## config.mk

```make
export PLATFORM = sky130hd
export DESIGN_NAME = cpu_trap_ctl_flat
export DESIGN_NICKNAME = d
export VERILOG_FILES = /design/src/rtl/cpu_trap_ctl_if.sv /design/src/rtl/cpu_trap_ctl.sv /design/src/flat_wrapper.sv
export SDC_FILE = /design/constraint.sdc
export NUM_CORES = 1
export LEC_CHECK = 0
export CORE_AREA = 2 2 119 121
export DETAILED_ROUTE_END_ITERATION = 8
export DIE_AREA = 0 0 121 123
export DONT_BUFFER_PORTS = 1
export GPL_TIMING_DRIVEN = 0
export PLACE_DENSITY = 0.72
export SLEW_MARGIN = 0
export SYNTH_ARGS = -nofsm -noshare
export SYNTH_HDL_FRONTEND = slang
export SYNTH_SLANG_ARGS = --single-unit
```

## constraint.sdc

```tcl
create_clock -name clk_i -period 5.6 [get_ports clk_i]
set_clock_uncertainty 0.05 [all_clocks]
set_input_delay 1.12 -clock clk_i [delete_from_list [all_inputs] [get_ports clk_i]]
set_output_delay 1.12 -clock clk_i [all_outputs]
set_load 0.005 [all_outputs]
```

## src/rtl/cpu_trap_ctl_if.sv

```systemverilog
// Redirect handshake between the trap sequencer (master) and fetch (slave).
interface cpu_trap_ctl_if;
    logic        redirect_valid_o;
    logic [31:0] redirect_addr_o;
    logic        redirect_ready_i;

    modport master (
        output redirect_valid_o,
        output redirect_addr_o,
        input  redirect_ready_i
    );

    modport slave (
        input  redirect_valid_o,
        input  redirect_addr_o,
        output redirect_ready_i
    );
endinterface

```

## src/rtl/cpu_trap_ctl.sv

```systemverilog
// Trap sequencer: arbitrates exceptions, mret and machine interrupts, drains
// the pipeline, pulses mtrap/mret to the CSR block and redirects fetch.
module cpu_trap_ctl #(
    parameter int unsigned SYNC_STAGES   = 2,
    parameter int unsigned DRAIN_TIMEOUT = 16
) (
    input  logic          clk_i,
    input  logic          reset_i,
    input  logic          exc_valid_i,
    input  logic [30:0]   exc_cause_i,
    input  logic [31:0]   exc_pc_i,
    input  logic          mret_req_i,
    input  logic [31:0]   next_pc_i,
    input  logic          irq_ext_i,
    input  logic          irq_timer_i,
    input  logic          irq_soft_i,
    input  logic          mstatus_mie_i,
    input  logic [2:0]    mie_i,
    input  logic          drained_i,
    input  logic [31:0]   trap_addr_i,
    cpu_trap_ctl_if.master redir,
    output logic          flush_o,
    output logic          stall_o,
    output logic          mtrap_o,
    output logic          mret_o,
    output logic [31:0]   mcause_o,
    output logic [31:0]   pc_o,
    output logic [2:0]    mip_o,
    output logic          drain_err_o
);

    localparam int unsigned      CNT_W    = (DRAIN_TIMEOUT > 32) ? $clog2(DRAIN_TIMEOUT) : 5;
    localparam logic [CNT_W-1:0] CNT_LAST = CNT_W'(DRAIN_TIMEOUT - 1);

    typedef enum logic [1:0] {
        ST_IDLE,
        ST_DRAIN,
        ST_COMMIT,
        ST_REDIRECT
    } state_t;

    state_t                 r_state;
    logic [CNT_W-1:0]       r_cnt;
    logic                   r_is_ret;
    logic [31:0]            r_cause;
    logic [31:0]            r_pc;
    logic [SYNC_STAGES-1:0] r_meip_sync;
    logic                   r_mtip;
    logic                   r_msip;
    logic                   r_flush;
    logic                   r_stall;
    logic                   r_mtrap;
    logic                   r_mret;
    logic [31:0]            r_mcause;
    logic [31:0]            r_pc_out;
    logic                   r_redirect_valid;
    logic [31:0]            r_redirect_addr;
    logic                   r_drain_err;

    logic [2:0]             w_mip;
    logic [2:0]             w_pend;
    logic                   w_irq_take;
    logic [3:0]             w_irq_code;

    // Pending bits and interrupt selection: MEI > MSI > MTI.
    assign w_mip      = {r_meip_sync[SYNC_STAGES-1], r_mtip, r_msip};
    assign w_pend     = w_mip & mie_i;
    assign w_irq_take = mstatus_mie_i & (|w_pend);
    assign w_irq_code = w_pend[2] ? 4'd11 : (w_pend[0] ? 4'd3 : 4'd7);

    // Synchronise the external interrupt and register the synchronous ones.
    always_ff @(posedge clk_i or posedge reset_i) begin
        if (reset_i) begin
            r_meip_sync <= '0;
            r_mtip      <= 1'b0;
            r_msip      <= 1'b0;
        end else begin
            r_meip_sync <= {r_meip_sync[SYNC_STAGES-2:0], irq_ext_i};
            r_mtip      <= irq_timer_i;
            r_msip      <= irq_soft_i;
        end
    end

    // Trap sequencing FSM with registered outputs.
    always_ff @(posedge clk_i or posedge reset_i) begin
        if (reset_i) begin
            r_state          <= ST_IDLE;
            r_cnt            <= '0;
            r_is_ret         <= 1'b0;
            r_cause          <= '0;
            r_pc             <= '0;
            r_flush          <= 1'b0;
            r_stall          <= 1'b0;
            r_mtrap          <= 1'b0;
            r_mret           <= 1'b0;
            r_mcause         <= '0;
            r_pc_out         <= '0;
            r_redirect_valid <= 1'b0;
            r_redirect_addr  <= '0;
            r_drain_err      <= 1'b0;
        end else begin
            case (r_state)
                ST_IDLE: begin
                    r_flush <= 1'b0;
                    r_stall <= 1'b0;
                    r_cnt   <= '0;
                    if (exc_valid_i) begin
                        r_is_ret <= 1'b0;
                        r_cause  <= {1'b0, exc_cause_i};
                        r_pc     <= exc_pc_i;
                        r_flush  <= 1'b1;
                        r_stall  <= 1'b1;
                        r_state  <= ST_DRAIN;
                    end else if (mret_req_i) begin
                        r_is_ret <= 1'b1;
                        r_cause  <= '0;
                        r_pc     <= '0;
                        r_flush  <= 1'b1;
                        r_stall  <= 1'b1;
                        r_state  <= ST_DRAIN;
                    end else if (w_irq_take) begin
                        r_is_ret <= 1'b0;
                        r_cause  <= {1'b1, 27'd0, w_irq_code};
                        r_pc     <= next_pc_i;
                        r_flush  <= 1'b1;
                        r_stall  <= 1'b1;
                        r_state  <= ST_DRAIN;
                    end
                end
                ST_DRAIN: begin
                    r_cnt <= r_cnt + CNT_W'(1);
                    if (drained_i || (r_cnt == CNT_LAST)) begin
                        if (!drained_i) begin
                            r_drain_err <= 1'b1;
                        end
                        r_flush <= 1'b0;
                        r_stall <= 1'b1;
                        if (r_is_ret) begin
                            r_mret <= 1'b1;
                        end else begin
                            r_mtrap  <= 1'b1;
                            r_mcause <= r_cause;
                            r_pc_out <= r_pc;
                        end
                        r_state <= ST_COMMIT;
                    end
                end
                ST_COMMIT: begin
                    r_mtrap          <= 1'b0;
                    r_mret           <= 1'b0;
                    r_mcause         <= '0;
                    r_pc_out         <= '0;
                    r_redirect_addr  <= trap_addr_i;
                    r_redirect_valid <= 1'b1;
                    r_state          <= ST_REDIRECT;
                end
                ST_REDIRECT: begin
                    if (redir.redirect_ready_i) begin
                        r_redirect_valid <= 1'b0;
                        r_stall          <= 1'b0;
                        r_state          <= ST_IDLE;
                    end
                end
                default: begin
                    r_state <= ST_IDLE;
                end
            endcase
        end
    end

    assign flush_o                = r_flush;
    assign stall_o                = r_stall;
    assign mtrap_o                = r_mtrap;
    assign mret_o                 = r_mret;
    assign mcause_o               = r_mcause;
    assign pc_o                   = r_pc_out;
    assign mip_o                  = w_mip;
    assign drain_err_o            = r_drain_err;
    assign redir.redirect_valid_o = r_redirect_valid;
    assign redir.redirect_addr_o  = r_redirect_addr;

endmodule
```

## src/flat_wrapper.sv

```systemverilog
// flat-port wrapper written by rule: the top's interface ports become plain ports
module cpu_trap_ctl_flat 
#(
    parameter int unsigned SYNC_STAGES   = 2,
    parameter int unsigned DRAIN_TIMEOUT = 16
)
  (clk_i, reset_i, exc_valid_i, exc_cause_i, exc_pc_i, mret_req_i, next_pc_i, irq_ext_i, irq_timer_i, irq_soft_i, mstatus_mie_i, mie_i, drained_i, trap_addr_i, flush_o, stall_o, mtrap_o, mret_o, mcause_o, pc_o, mip_o, drain_err_o, redir_redirect_valid_o, redir_redirect_addr_o, redir_redirect_ready_i);
  cpu_trap_ctl_if redir_i ();
  input  logic clk_i;
  input  logic reset_i;
  input  logic exc_valid_i;
  input  logic [30:0] exc_cause_i;
  input  logic [31:0] exc_pc_i;
  input  logic mret_req_i;
  input  logic [31:0] next_pc_i;
  input  logic irq_ext_i;
  input  logic irq_timer_i;
  input  logic irq_soft_i;
  input  logic mstatus_mie_i;
  input  logic [2:0] mie_i;
  input  logic drained_i;
  input  logic [31:0] trap_addr_i;
  output logic flush_o;
  output logic stall_o;
  output logic mtrap_o;
  output logic mret_o;
  output logic [31:0] mcause_o;
  output logic [31:0] pc_o;
  output logic [2:0] mip_o;
  output logic drain_err_o;
  output wire logic [$bits(redir_i.redirect_valid_o)-1:0] redir_redirect_valid_o;
  output wire logic [$bits(redir_i.redirect_addr_o)-1:0] redir_redirect_addr_o;
  input wire logic [$bits(redir_i.redirect_ready_i)-1:0] redir_redirect_ready_i;
  assign redir_redirect_valid_o = redir_i.redirect_valid_o;
  assign redir_redirect_addr_o = redir_i.redirect_addr_o;
  assign redir_i.redirect_ready_i = redir_redirect_ready_i;
  cpu_trap_ctl #(.SYNC_STAGES(SYNC_STAGES), .DRAIN_TIMEOUT(DRAIN_TIMEOUT)) u_core (.clk_i(clk_i), .reset_i(reset_i), .exc_valid_i(exc_valid_i), .exc_cause_i(exc_cause_i), .exc_pc_i(exc_pc_i), .mret_req_i(mret_req_i), .next_pc_i(next_pc_i), .irq_ext_i(irq_ext_i), .irq_timer_i(irq_timer_i), .irq_soft_i(irq_soft_i), .mstatus_mie_i(mstatus_mie_i), .mie_i(mie_i), .drained_i(drained_i), .trap_addr_i(trap_addr_i), .redir(redir_i), .flush_o(flush_o), .stall_o(stall_o), .mtrap_o(mtrap_o), .mret_o(mret_o), .mcause_o(mcause_o), .pc_o(pc_o), .mip_o(mip_o), .drain_err_o(drain_err_o));
endmodule
```

## Yosys cells after proc, flatten, opt, wreduce, memory -nomap -nowiden

Cells that the tools add are included.

| storage, ports and cells | value |
|---|---|
| output and inout port bits | 105 |
| logic and storage cells | 85 |
| bits in registers | 178 |
| input bits | 140 |

| operators by class | value |
|---|---|
| reductions and logical operators | 16 |
| mux-type cells | 39 |
| equality and inequality tests | 9 |
| bitwise operators | 3 |
| add/subtract/negate cells | 1 |

Operators by type and width:

| kind | count |
|---|---|
| two-way mux 32 bit | 10 |
| one-hot mux 32 bit (2 select lines) | 2 |
| AND reduction 3 bit | 5 |
| two-way mux 1 bit | 13 |
| two-way mux 2 bit | 5 |
| one-hot mux 5 bit (2 select lines) | 1 |
| one-hot mux 1 bit (2 select lines) | 4 |
| one-hot mux 2 bit (4 select lines) | 1 |
| AND reduction 2 bit | 3 |
| nonzero test 2 bit | 3 |
| nonzero test 3 bit | 2 |
| adder 5 x 1 -> 5 bit (second input constant) | 1 |
| equality test 5 x 4 -> 1 bit (second input constant) | 1 |
| equality test 2 bit (second input constant) | 2 |
| two-way mux 4 bit | 1 |
| inequality test 2 x 1 -> 1 bit (second input constant) | 2 |
| inequality test 2 bit (second input constant) | 2 |
| inequality test 4 x 3 -> 1 bit (second input constant) | 1 |
| AND 3 bit | 1 |
| two-way mux 3 bit | 1 |
| one-hot mux 1 bit (3 select lines) | 1 |
| OR reduction 3 bit | 1 |
| equality test 2 x 1 -> 1 bit (second input constant) | 1 |
| zero test 2 bit | 1 |
| 3 further kinds | 3 |

## Longest topological paths before layout

Gate-level depths: netlist of run 1.

| logic depth | value |
|---|---|
| word-level depth | 7 |
| mapped depth | 9 |
| depth with buffers taken out | 7 |

## Least setup slack after synthesis of run 1

No wires, ideal clock.

| path | value |
|---|---|
| kind | input -> register |
| from | in mie_i[2] |
| to | reg u_core.r_cause[10] |
| data arrival time | 2.051 ns |
| setup slack | 3.433 ns |
| data required time | 5.484 ns |
| stages | 7 |
| setup time | 0.066 ns |
| buffers on the path | 3 |
| cell sequence | a22oi_2 a31o_1 buf_6 buf_8 buf_6 nand2_1 nand2_1 |

| on the way | value |
|---|---|
| word-level cells in the longest chain between the ends | 5 |

Ends and longest elaborated chain:

| item | RTL line | text |
|---|---|---|
| from (decl) | flat_wrapper.sv:20 | `input logic [2:0] mie_i;` |
| AND 3 bit | cpu_trap_ctl.sv:67 | `assign w_pend = w_mip & mie_i;` |
| OR reduction 3 bit | cpu_trap_ctl.sv:68 | `assign w_irq_take = mstatus_mie_i & (\|w_pend);` |
| AND 1 bit | cpu_trap_ctl.sv:68 |  |
| nonzero test 3 bit (no line) | - |  |
| AND reduction 2 bit (no line) | - |  |
| to (signal assigned) | cpu_trap_ctl.sv:109 | `r_cause <= {1'b0, exc_cause_i};` |
| to (signal assigned) | cpu_trap_ctl.sv:123 | `r_cause <= {1'b1, 27'd0, w_irq_code};` |
| to (decl) | cpu_trap_ctl.sv:45 | `logic [31:0] r_cause;` |

Every way passes these cells.
A chain may end at the register's enable or synchronous reset.

## Worst setup path in the final report of run 1

| path | value |
|---|---|
| from | reg u_core.r_cnt[0] |
| to | reg u_core.r_mcause[31], in the netlist u_core.mcause_o[31] |

| on the way | value |
|---|---|
| word-level cells in the longest chain between the ends | 4 |

Ends and longest elaborated chain:

| item | RTL line | text |
|---|---|---|
| from (decl) | cpu_trap_ctl.sv:43 | `logic [CNT_W-1:0] r_cnt;` |
| from (signal assigned) | cpu_trap_ctl.sv:131 | `r_cnt <= r_cnt + CNT_W'(1);` |
| equality test 5 x 4 -> 1 bit | cpu_trap_ctl.sv:132 | `if (drained_i \|\| (r_cnt == CNT_LAST)) begin` |
| logical OR 1 bit | cpu_trap_ctl.sv:132 |  |
| inequality test 2 x 1 -> 1 bit (no line) | - |  |
| AND reduction 3 bit (no line) | - |  |
| to (signal assigned) | cpu_trap_ctl.sv:142 | `r_mcause <= r_cause;` |
| to (decl) | cpu_trap_ctl.sv:54 | `logic [31:0] r_mcause;` |

Every way passes these cells.

==> impl_metrics.tcl, run 1 <==
set metrics [dict create \
    yosysMostFrequentCell "dfrtp_1" \
    end_kind "register" \
    antenna_found_initial 1 \
    powerDensity_mw_per_mm2 600 \
    die_x_um 121 \
    synth_top_family_by_area "compound AO/OA/AOI/OAI gates" \
    hpwl_mm 12.6 \
    final_cell_area_mm2 0.00828 \
    insertion_delay_ns 0.42 \
    synth_flop_cell "dfrtp_1" \
    root_buffer "clkbuf_16" \
    cts_buffers 17 \
    std_cell_rows 43 \
    numPortBuffers 0 \
    critPathMaxFanout 10 \
    ctsResizeCount 0 \
    synth_top_area_cell "dfrtp_1" \
    synth_fa_ha_area_share_pct 1.20 \
    coreArea_mm2 0.0136 \
    synth_area_per_cell_um2 12.6 \
    grt_pass1_vias 4820 \
    instances_no_fill 798 \
    synth_commonest_cells "dfrtp_1 (178), nor2_1 (72), nand2_1 (67)" \
    outcome "finished, final reports clean" \
    power_leakage_nw 3.85 \
    drtIter0Drc 244 \
    fin_crit_ns 2.39 \
    grt_overflow 0 \
    crit_arrival_ns 2.69 \
    track_usage_pct 23.2 \
    drtAntennaViolNets 0 \
    cts_htree_levels 4 \
    slew_viol_final 0 \
    grt_pass1_wl_mm 26.3 \
    first_pass_iters 4 \
    cts_tree "built" \
    yosysTopAreaCellShare_pct 60.9 \
    synth_edf_count 0 \
    fmax_ghz 0.418 \
    hold_viol_final 0 \
    start_util_pct 53.7 \
    setup_viol 0 \
    finalCritPeriodShare_pct 42.7 \
    min_path_type "reg -> reg" \
    synth.distinct_cells 36 \
    ys_seq_elements 178 \
    ctsHoldBuffers 0 \
    setup_slack_ns 3.21 \
    rsz0062_at_grt "false" \
    synth_compound_area_share_pct 17.5 \
    seq_area_frac_synth_pct 60.9 \
    dieArea_mm2 0.0149 \
    fin_tns_setup_ns 0 \
    max_slew_margin_pct 40.4 \
    critPathRequiredTime_ns 5.90 \
    path_clk_slew_ns 0.06 \
    drv_cap 0 \
    netlist_area_mm2 0.00732 \
    wire_per_inst_um 21.2 \
    synthSimpleGateAreaFrac_pct 9.77 \
    totalPowerFinal_mw 4.97 \
    synth_nets 729 \
    clock-sinks 178 \
    drc_errors 0 \
    ir_worst_vdd_uv 214 \
    clockBufferDepth 2 \
    routed_via_density 5.86 \
    synthXorXnorAreaFrac_pct 0.120 \
    pre_cts_ws_ns 3.12 \
    synth_top_cells_by_area "dfrtp_1 (61%), a22o_1 (7.7%), a221oi_2 (6.6%)" \
    drive_gt1_share_pct 24.5 \
    grt_max_degree 46 \
    area_delta_synth_final_pct 13.2 \
    place_area_mm2 0.00763 \
    worstMarginPinSlew_ns 0.892 \
    routabilityCongestion 0.785 \
    die_h_um 123 \
    io_pins 245 \
    yosys_warnings 0 \
    fin_nets 752 \
    startpoint_type "register" \
    async_reset_ff_share_pct 100 \
    synth_mux_area_share_pct 5.37 \
    vias 4678 \
    fillers 1056 \
    synth_cells 582 \
    dpl.cell_count 766 \
    post_cts_buffers 0 \
    crit_type "reg -> reg" \
    routed_wl_mm 16.9 \
]
## layout make-up
class | count | area, um2 | share of cell area [%]
clock inverters | 13 | 208 | 2.51
plain buffers | 47 | 340 | 4.11
well taps | 180 | 225 | 2.72
diodes | 1 | 2.50 | 0.0302
inverters | 10 | 41.3 | 0.499
multi-input cells | 347 | 2480 | 30.0
clock buffers | 18 | 439 | 5.30
repair buffers | 4 | 87.6 | 1.06
flip-flops and latches | 178 | 4450 | 53.8
## layout by cell type, fill, tap and decap left out, types with 7 or more instances in the layout
| master | Yosys | final |
|---|---|---|
| inv_1 | 9 | 8 |
| a221oi_2 | 32 | 32 |
| clkbuf_16 | 0 | 17 |
| nand2_1 | 67 | 67 |
| mux2_2 | 34 | 34 |
| buf_6 | 12 | 12 |
| dfrtp_1 | 178 | 178 |
| ha_1 | 7 | 7 |
| nor2_1 | 72 | 72 |
| nand3_1 | 30 | 30 |
| o21ai_0 | 13 | 13 |
| buf_2 | 17 | 17 |
| a22o_1 | 64 | 64 |
| buf_4 | 11 | 11 |
## critical path, cell delays in order (launching register included)
cell     delay [ns]
dfrtp_1        0.42
ha_1           0.24
and3_1         0.20
ha_1           0.25
nor2_1         0.27
nor3_1         0.08
a21oi_1        0.17
buf_4          0.22
buf_2          0.25
a22o_1         0.18
## logic make-up (layout without fill, tap and decap cells)
logic type                 after synthesis  after routing
DFF                                    178            178
and+or+nand+nor                        175            175
AOI/OAI and AO/OA                      129            129
buffers and inverters                   57             92
muxes                                   35             35
adders and majority gates                7              7
xor gates and xnor gates                 1              1
other                                    0              1
## metrics by stage
| step | utilization [%] | hold slack [ns] |
|---|---|---|
| 2_1_floorplan | - | 0.281 |
| 3_3_place_gp | 55.4 | 0.294 |
| 3_5_place_dp | 56.1 | 0.290 |
| 4_1_cts | 60.8 | 0.303 |
| 5_1_grt | 60.8 | 0.304 |
| 6_report | 60.8 | 0.299 |
## flip-flops by register name (all words and copies together), names as in the netlist
name	flops
u_core.stall_o	1
u_core.r_state	2
u_core.redir.redirect_valid_o	1
u_core.r_is_ret	1
u_core.r_mtip	1
u_core.mcause_o	32
u_core.r_cause	32
u_core.drain_err_o	1
u_core.mtrap_o	1
u_core.redir.redirect_addr_o	32
u_core.r_cnt	5
u_core.r_meip_sync	2
u_core.r_msip	1
u_core.r_pc	32
u_core.flush_o	1
u_core.mret_o	1
u_core.pc_o	32
## where the power goes
group / internal, mW / leakage, nW / switching (mW)
Clock: 0.803 / 0.305 / 0.487
Sequential: 1.85 / 2.25 / 0.415
Combinational: 0.663 / 1.29 / 0.752
Total: 3.31 / 3.85 / 1.65
## metal layers
layer,share of wire [%],wire length (um),up-vias,track usage [%]
met4,0.55,93,0,6.61
met3,8.0,1350,7,8.49
met2,51,8710,155,38.9
met1,40,6760,2399,28.4
li1,-,-,2117,-
met5,0,0,-,0
## final timing paths
check	slack (ns)	start	endpoint	depth (start not counted)
worst min-delay path	0.30	u_core.r_meip_sync[0]	u_core.r_meip_sync[1]	0
max in group asynchronous	3.82	reset_i	u_core.r_pc[3]	3
min in group asynchronous	0.71	reset_i	u_core.redir.redirect_addr_o[15]	1
worst max-delay path	3.21	u_core.r_cnt[0]	u_core.mcause_o[31]	9
worst max register to register	3.21	u_core.r_cnt[0]	u_core.mcause_o[31]	9
worst min register to register	0.30	u_core.r_meip_sync[0]	u_core.r_meip_sync[1]	0
Note: power is estimated with default switching activity, not from simulation.
==> run 2, diff against run 1 <==
- PLACE_DENSITY: 0.72 -> 0.69
- clock period: 5.6 -> 2.27 ns (I/O delays scaled with it)
==> run 2 against run 1 <==
Compared with the run above: critical path depth stayed put; first-iteration DRC count decreased by 19%; die area stayed put; critical path type unchanged; fmax rose by 13%; global-route usage decreased by 0.095 points; register-to-register slack got worse by 3.1 ns; sequential cell count unchanged; final area increased by 0.29%.
==> impl_metrics.tcl, run 2 (same netlist as run 1, synthesis figures left out) <==
set metrics [dict create \
    hpwl_mm 12.6 \
    grt_overflow 0 \
    startpoint "u_core.r_cnt[0]" \
    totalPowerFinal_mw 12.1 \
    path_clk_slew_ns 0.06 \
    crit_slowest_cell "dfrtp_1" \
    fin_nets 757 \
    start_util_pct 53.7 \
    vias 4670 \
    fin_crit_ns 2.12 \
    slew_viol_final 0 \
    end_kind "register" \
    crit_type "reg -> reg" \
    worst_path_largest_cell_delay_ns 0.41 \
    ir_worst_vdd_uv 705 \
    crit_family "adder cells" \
    drc_errors 0 \
    die_h_um 123 \
    dpl.cell_count 766 \
    rrSetupSlack_ns 0.15 \
    critPathRequiredTime_ns 2.57 \
    mostFrequentLayoutCells "dfrtp_1 (178), nor2_1 (71), nand2_1 (67)" \
    cts_tree "built" \
    crit_end "u_core.pc_o[2]" \
    max_slew_margin_pct 48.4 \
    numPortBuffers 0 \
    routabilityCongestion 0.743 \
    drtAntennaViolNets 0 \
    wire_per_inst_um 21.0 \
    crit_arrival_ns 2.43 \
    grt_pass1_wl_mm 25.9 \
    final_cell_area_mm2 0.00831 \
    powerDensity_mw_per_mm2 1450 \
    std_cell_rows 43 \
    fillers 1110 \
    drv_cap 0 \
    power_leakage_nw 3.87 \
    instances_no_fill 803 \
    diodes 0 \
    root_buffer "clkbuf_16" \
    reg2reg_to "u_core.pc_o[2]" \
    clock-sinks 178 \
    cp_num_buf_inv 2 \
    utilization_pct 61.0 \
    antenna_found_initial 0 \
    routed_wl_mm 16.9 \
    area_delta_synth_final_pct 13.5 \
    final_common_cell "dfrtp_1" \
    critical_path_depth 9 \
    die_x_um 121 \
    track_usage_pct 23.1 \
    reg2reg_from "u_core.r_cnt[0]" \
    drive_gt1_share_pct 25.0 \
    critPathMaxFanout 10 \
    min_path_type "in -> reg" \
    worstMarginPinSlew_ns 0.774 \
    finalCritPeriodShare_pct 93.6 \
    r2r_cells 9 \
    dieArea_mm2 0.0149 \
    coreArea_mm2 0.0136 \
    setup_viol 0 \
    grt_max_degree 42 \
    outcome "finished, final reports clean" \
    rsz0062_at_grt "false" \
    hold_viol_final 0 \
    place_area_mm2 0.00762 \
    hold-worst-slack_ns 0.0936 \
    fmax_ghz 0.471 \
    startpoint_type "register" \
    insertion_delay_ns 0.42 \
    pre_cts_ws_ns -0.154 \
    drtIter0Drc 198 \
    first_pass_iters 4 \
    setup_slack_ns 0.145 \
    fin_tns_setup_ns 0 \
    path_cells "ha_1, and3_1, ha_2, nor2_4, nor3_1, a21oi_2, buf_6, buf_4, a22o_1" \
    routed_via_density 5.82 \
    cts_htree_levels 4 \
    cts_buffers 17 \
    clockBufferDepth 2 \
    io_pins 245 \
    grt_pass1_vias 4821 \
]
run 2: changes by cell type in the layout (fill, tap and decap cells not counted), sizes merged:
cell / delta
buf: +1
clkbuf: +3
clkinv: +2
clkinvlp: -1
dlygate4sd3: +4
diode: -1
bufinv: -3
run 2: where the power goes:
group | switching [mW] | total (mW) | internal, mW
Combinational | 1.86 | 3.57 | 1.71
Sequential | 1.02 | 5.57 | 4.55
Clock | 1.20 | 2.92 | 1.72
run 2: worst min-delay path by stage:
stage	start	end	slack [ns]	depth (start not counted)
2_1_floorplan	u_core.r_meip_sync[0]	u_core.r_meip_sync[1]	0.28	0
3_3_place_gp	u_core.r_meip_sync[0]	u_core.r_meip_sync[1]	0.28	0
3_5_place_dp	u_core.r_meip_sync[0]	u_core.r_meip_sync[1]	0.29	0
4_1_cts	redir_redirect_ready_i	u_core.redir.redirect_valid_o	0.08	1
5_1_grt	redir_redirect_ready_i	u_core.redir.redirect_valid_o	0.08	1
6_report	redir_redirect_ready_i	u_core.redir.redirect_valid_o	0.09	1
run 2: layout make-up:
class                   instances  area (um2)  area share (%)
flip-flops and latches        178        4450            53.6
inverters                      10        41.3           0.497
clock buffers                  21         470            5.66
multi-input cells             347        2500            30.1
repair buffers                  9         128            1.54
well taps                     180         225            2.71
plain buffers                  47         362            4.35
clock inverters                11         128            1.54
run 2: worst reg2reg max path, cell delays in order (launching register included):
cell	delay, ns
dfrtp_1	0.41
ha_1	0.25
and3_1	0.20
ha_2	0.22
nor2_4	0.15
nor3_1	0.07
a21oi_2	0.17
buf_6	0.19
buf_4	0.19
a22o_1	0.16
run 2: timing repair:
action | 4_1_cts | 5_1_grt
setup buffers | 1 | 0
resized for setup | 8 | 5
hold buffers | 4 | 0
endpoints found under the setup margin | 60 | 63
hold endpoints to repair | 32 | 0
run 2: metal layers:
metal | vias up | GRT usage (%) | part of all wire, %
li1 | 2124 | - | -
met1 | 2355 | 28.4 | 40
met2 | 174 | 39.1 | 51
met3 | 17 | 6.92 | 7.4
met4 | 0 | 8.14 | 1.4
met5 | - | 0 | 0
==> run 3, diff against run 2 <==
- ABC_AREA: default -> 1
- CORE_AREA: 2 2 119 121 -> 2 2 121 123
- DIE_AREA: 0 0 121 123 -> 0 0 123 125
==> run 3 against run 2 <==
Compared with the run above: setup slack gained 0.13 ns; sequential share of layout area shrank 1.1 points; sequential cell count is the same; non-clock buffer count grew 2; via count grew 16%; final area grew 2.1%; critical path type unchanged; largest power group unchanged; highest routed layer unchanged.
==> impl_metrics.tcl, run 3 <==
set metrics [dict create \
    grt_max_degree 43 \
    netlist_area_mm2 0.00755 \
    start_util_pct 53.2 \
    place_area_mm2 0.00787 \
    end_kind "register" \
    final_common_cell "nand2_1" \
    instances_no_fill 1011 \
    post_cts_buffers 0 \
    synth_area_per_cell_um2 9.59 \
    synth_nets 935 \
    ctsHoldBuffers 3 \
    max_slew_margin_pct 36.9 \
    die_h_um 125 \
    synth_top_cells_by_area "dfrtp_1 (59%), nand2_1 (14%), o21ai_2 (5.6%)" \
    synth.distinct_cells 28 \
    dpl.cell_count 976 \
    utilization_pct 59.7 \
    area_delta_synth_final_pct 12.2 \
    finalCritPeriodShare_pct 87.7 \
    std_cell_rows 44 \
    power_leakage_nw 4.09 \
    drtIter0Drc 283 \
    powerDensity_mw_per_mm2 1440 \
    rrSetupSlack_ns 0.28 \
    drive_gt1_share_pct 15.7 \
    fin_nets 961 \
    synth_flop_cell "dfrtp_1" \
    hpwl_mm 13.3 \
    drtAntennaViolNets 0 \
    drv_cap 0 \
    seq_area_frac_synth_pct 59.0 \
    critPathRequiredTime_ns 2.57 \
    crit_type "reg -> reg" \
    synth_cells 788 \
    yosysTopAreaCellShare_pct 59.0 \
    io_pins 245 \
    ctsResizeCount 0 \
    final_cell_area_mm2 0.00848 \
    multi_input_area_mm2 0.00242 \
    vias 5428 \
    diodes 0 \
    async_reset_ff_share_pct 100 \
    hold_viol_final 0 \
    dieArea_mm2 0.0154 \
    rsz0062_at_grt "false" \
    synth_top_area_cell "dfrtp_1" \
    clock-sinks 178 \
    synth_edf_count 0 \
    ys_seq_elements 178 \
    root_buffer "clkbuf_16" \
    totalPowerFinal_mw 12.2 \
    yosys_warnings 0 \
    critPathMaxFanout 10 \
    routed_via_density 5.37 \
    ir_worst_vdd_uv 599 \
    clockBufferDepth 2 \
    fin_tns_setup_ns 0 \
    fillers 1222 \
    grt_pass1_wl_mm 28.7 \
    cts_htree_levels 4 \
    grt_pass1_vias 5618 \
    pre_cts_ws_ns 0.266 \
    hold-worst-slack_ns 0.0482 \
    coreArea_mm2 0.0142 \
    path_clk_slew_ns 0.07 \
    worstMarginPinSlew_ns 0.945 \
    wire_per_inst_um 17.7 \
    die_x_um 123 \
    routed_wl_mm 17.9 \
    cts_tree "built" \
    grt_overflow 0 \
    regArea_mm2 0.00445 \
    track_usage_pct 24.3 \
    numPortBuffers 0 \
    drc_errors 0 \
    setup_slack_ns 0.278 \
    slew_viol_final 0 \
    outcome "finished, final reports clean" \
    synth_commonest_cells "nand2_1 (275), dfrtp_1 (178), inv_1 (73)" \
    r2r_cells 11 \
    setup_viol 0 \
    mostFrequentLayoutCells "nand2_1 (275), dfrtp_1 (178), inv_1 (72)" \
    startpoint_type "register" \
    min_path_type "in -> async" \
    cts_buffers 17 \
    first_pass_iters 5 \
    yosysMostFrequentCell "nand2_1" \
    crit_arrival_ns 2.29 \
    insertion_delay_ns 0.42 \
    fmax_ghz 0.502 \
    routabilityCongestion 0.800 \
    antenna_found_initial 0 \
    fin_crit_ns 1.99 \
]
run 3: logic make-up (layout without fill, tap and decap cells):
| logic type | after synthesis | after routing | share of synthesized area, % |
|---|---|---|---|
| AOI/OAI and AO/OA | 148 | 148 | 13.5 |
| adders and majority gates | 7 | 7 | 1.16 |
| DFF | 178 | 178 | 59.0 |
| muxes | 1 | 1 | 0.132 |
| buffers and inverters | 127 | 166 | 8.96 |
| xor gates and xnor gates | 1 | 1 | 0.116 |
| and+or+nand+nor | 326 | 326 | 17.2 |
run 3: where the power goes:
group          total (mW)  switching, mW  internal (mW)
Clock                2.88           1.23           1.66
Combinational        3.73           2.31           1.42
Sequential           5.62           1.06           4.55
Total                12.2           4.60           7.63
run 3: area by class of cell:
| class | count | area share [%] |
|---|---|---|
| inverter | 76 | 3.41 |
| buffer | 51 | 4.62 |
| timing repair buffer | 7 | 1.30 |
| tap | 184 | 2.72 |
| clock inverter | 12 | 1.55 |
| clock buffer | 20 | 5.27 |
| multi-input combinational | 483 | 28.6 |
| sequential | 178 | 52.5 |
run 3: critical path, stage by stage, from the launching register on:
cell and delay, ns:
dfrtp_1 0.39, ha_1 0.21, and3_1 0.17, ha_1 0.16, inv_2 0.04, nand2_2 0.06
nand2_2 0.08, nor3_2 0.25, buf_6 0.23, buf_6 0.16, nand2_1 0.08, o21ai_2 0.05
run 3: worst paths after layout:
path,startpoint,end
hold / removal,reset_i,u_core.pc_o[21]
max in group asynchronous,reset_i,u_core.redir.redirect_addr_o[17]
setup reg to reg,u_core.r_cnt[0],u_core.mcause_o[31]
setup / recovery,u_core.r_cnt[0],u_core.mcause_o[31]
min in group clk_i,drained_i,u_core.drain_err_o
hold reg to reg,u_core.r_meip_sync[0],u_core.r_meip_sync[1]
run 3: metal layers:
metal  global-route usage [%]  up-vias  share of wire (%)
met4                     8.69        0                2.3
met1                     31.6     2621                 40
met5                        0        -                  0
met2                     38.6      215                 49
li1                         -     2561                  -
met3                     7.39       31                8.5
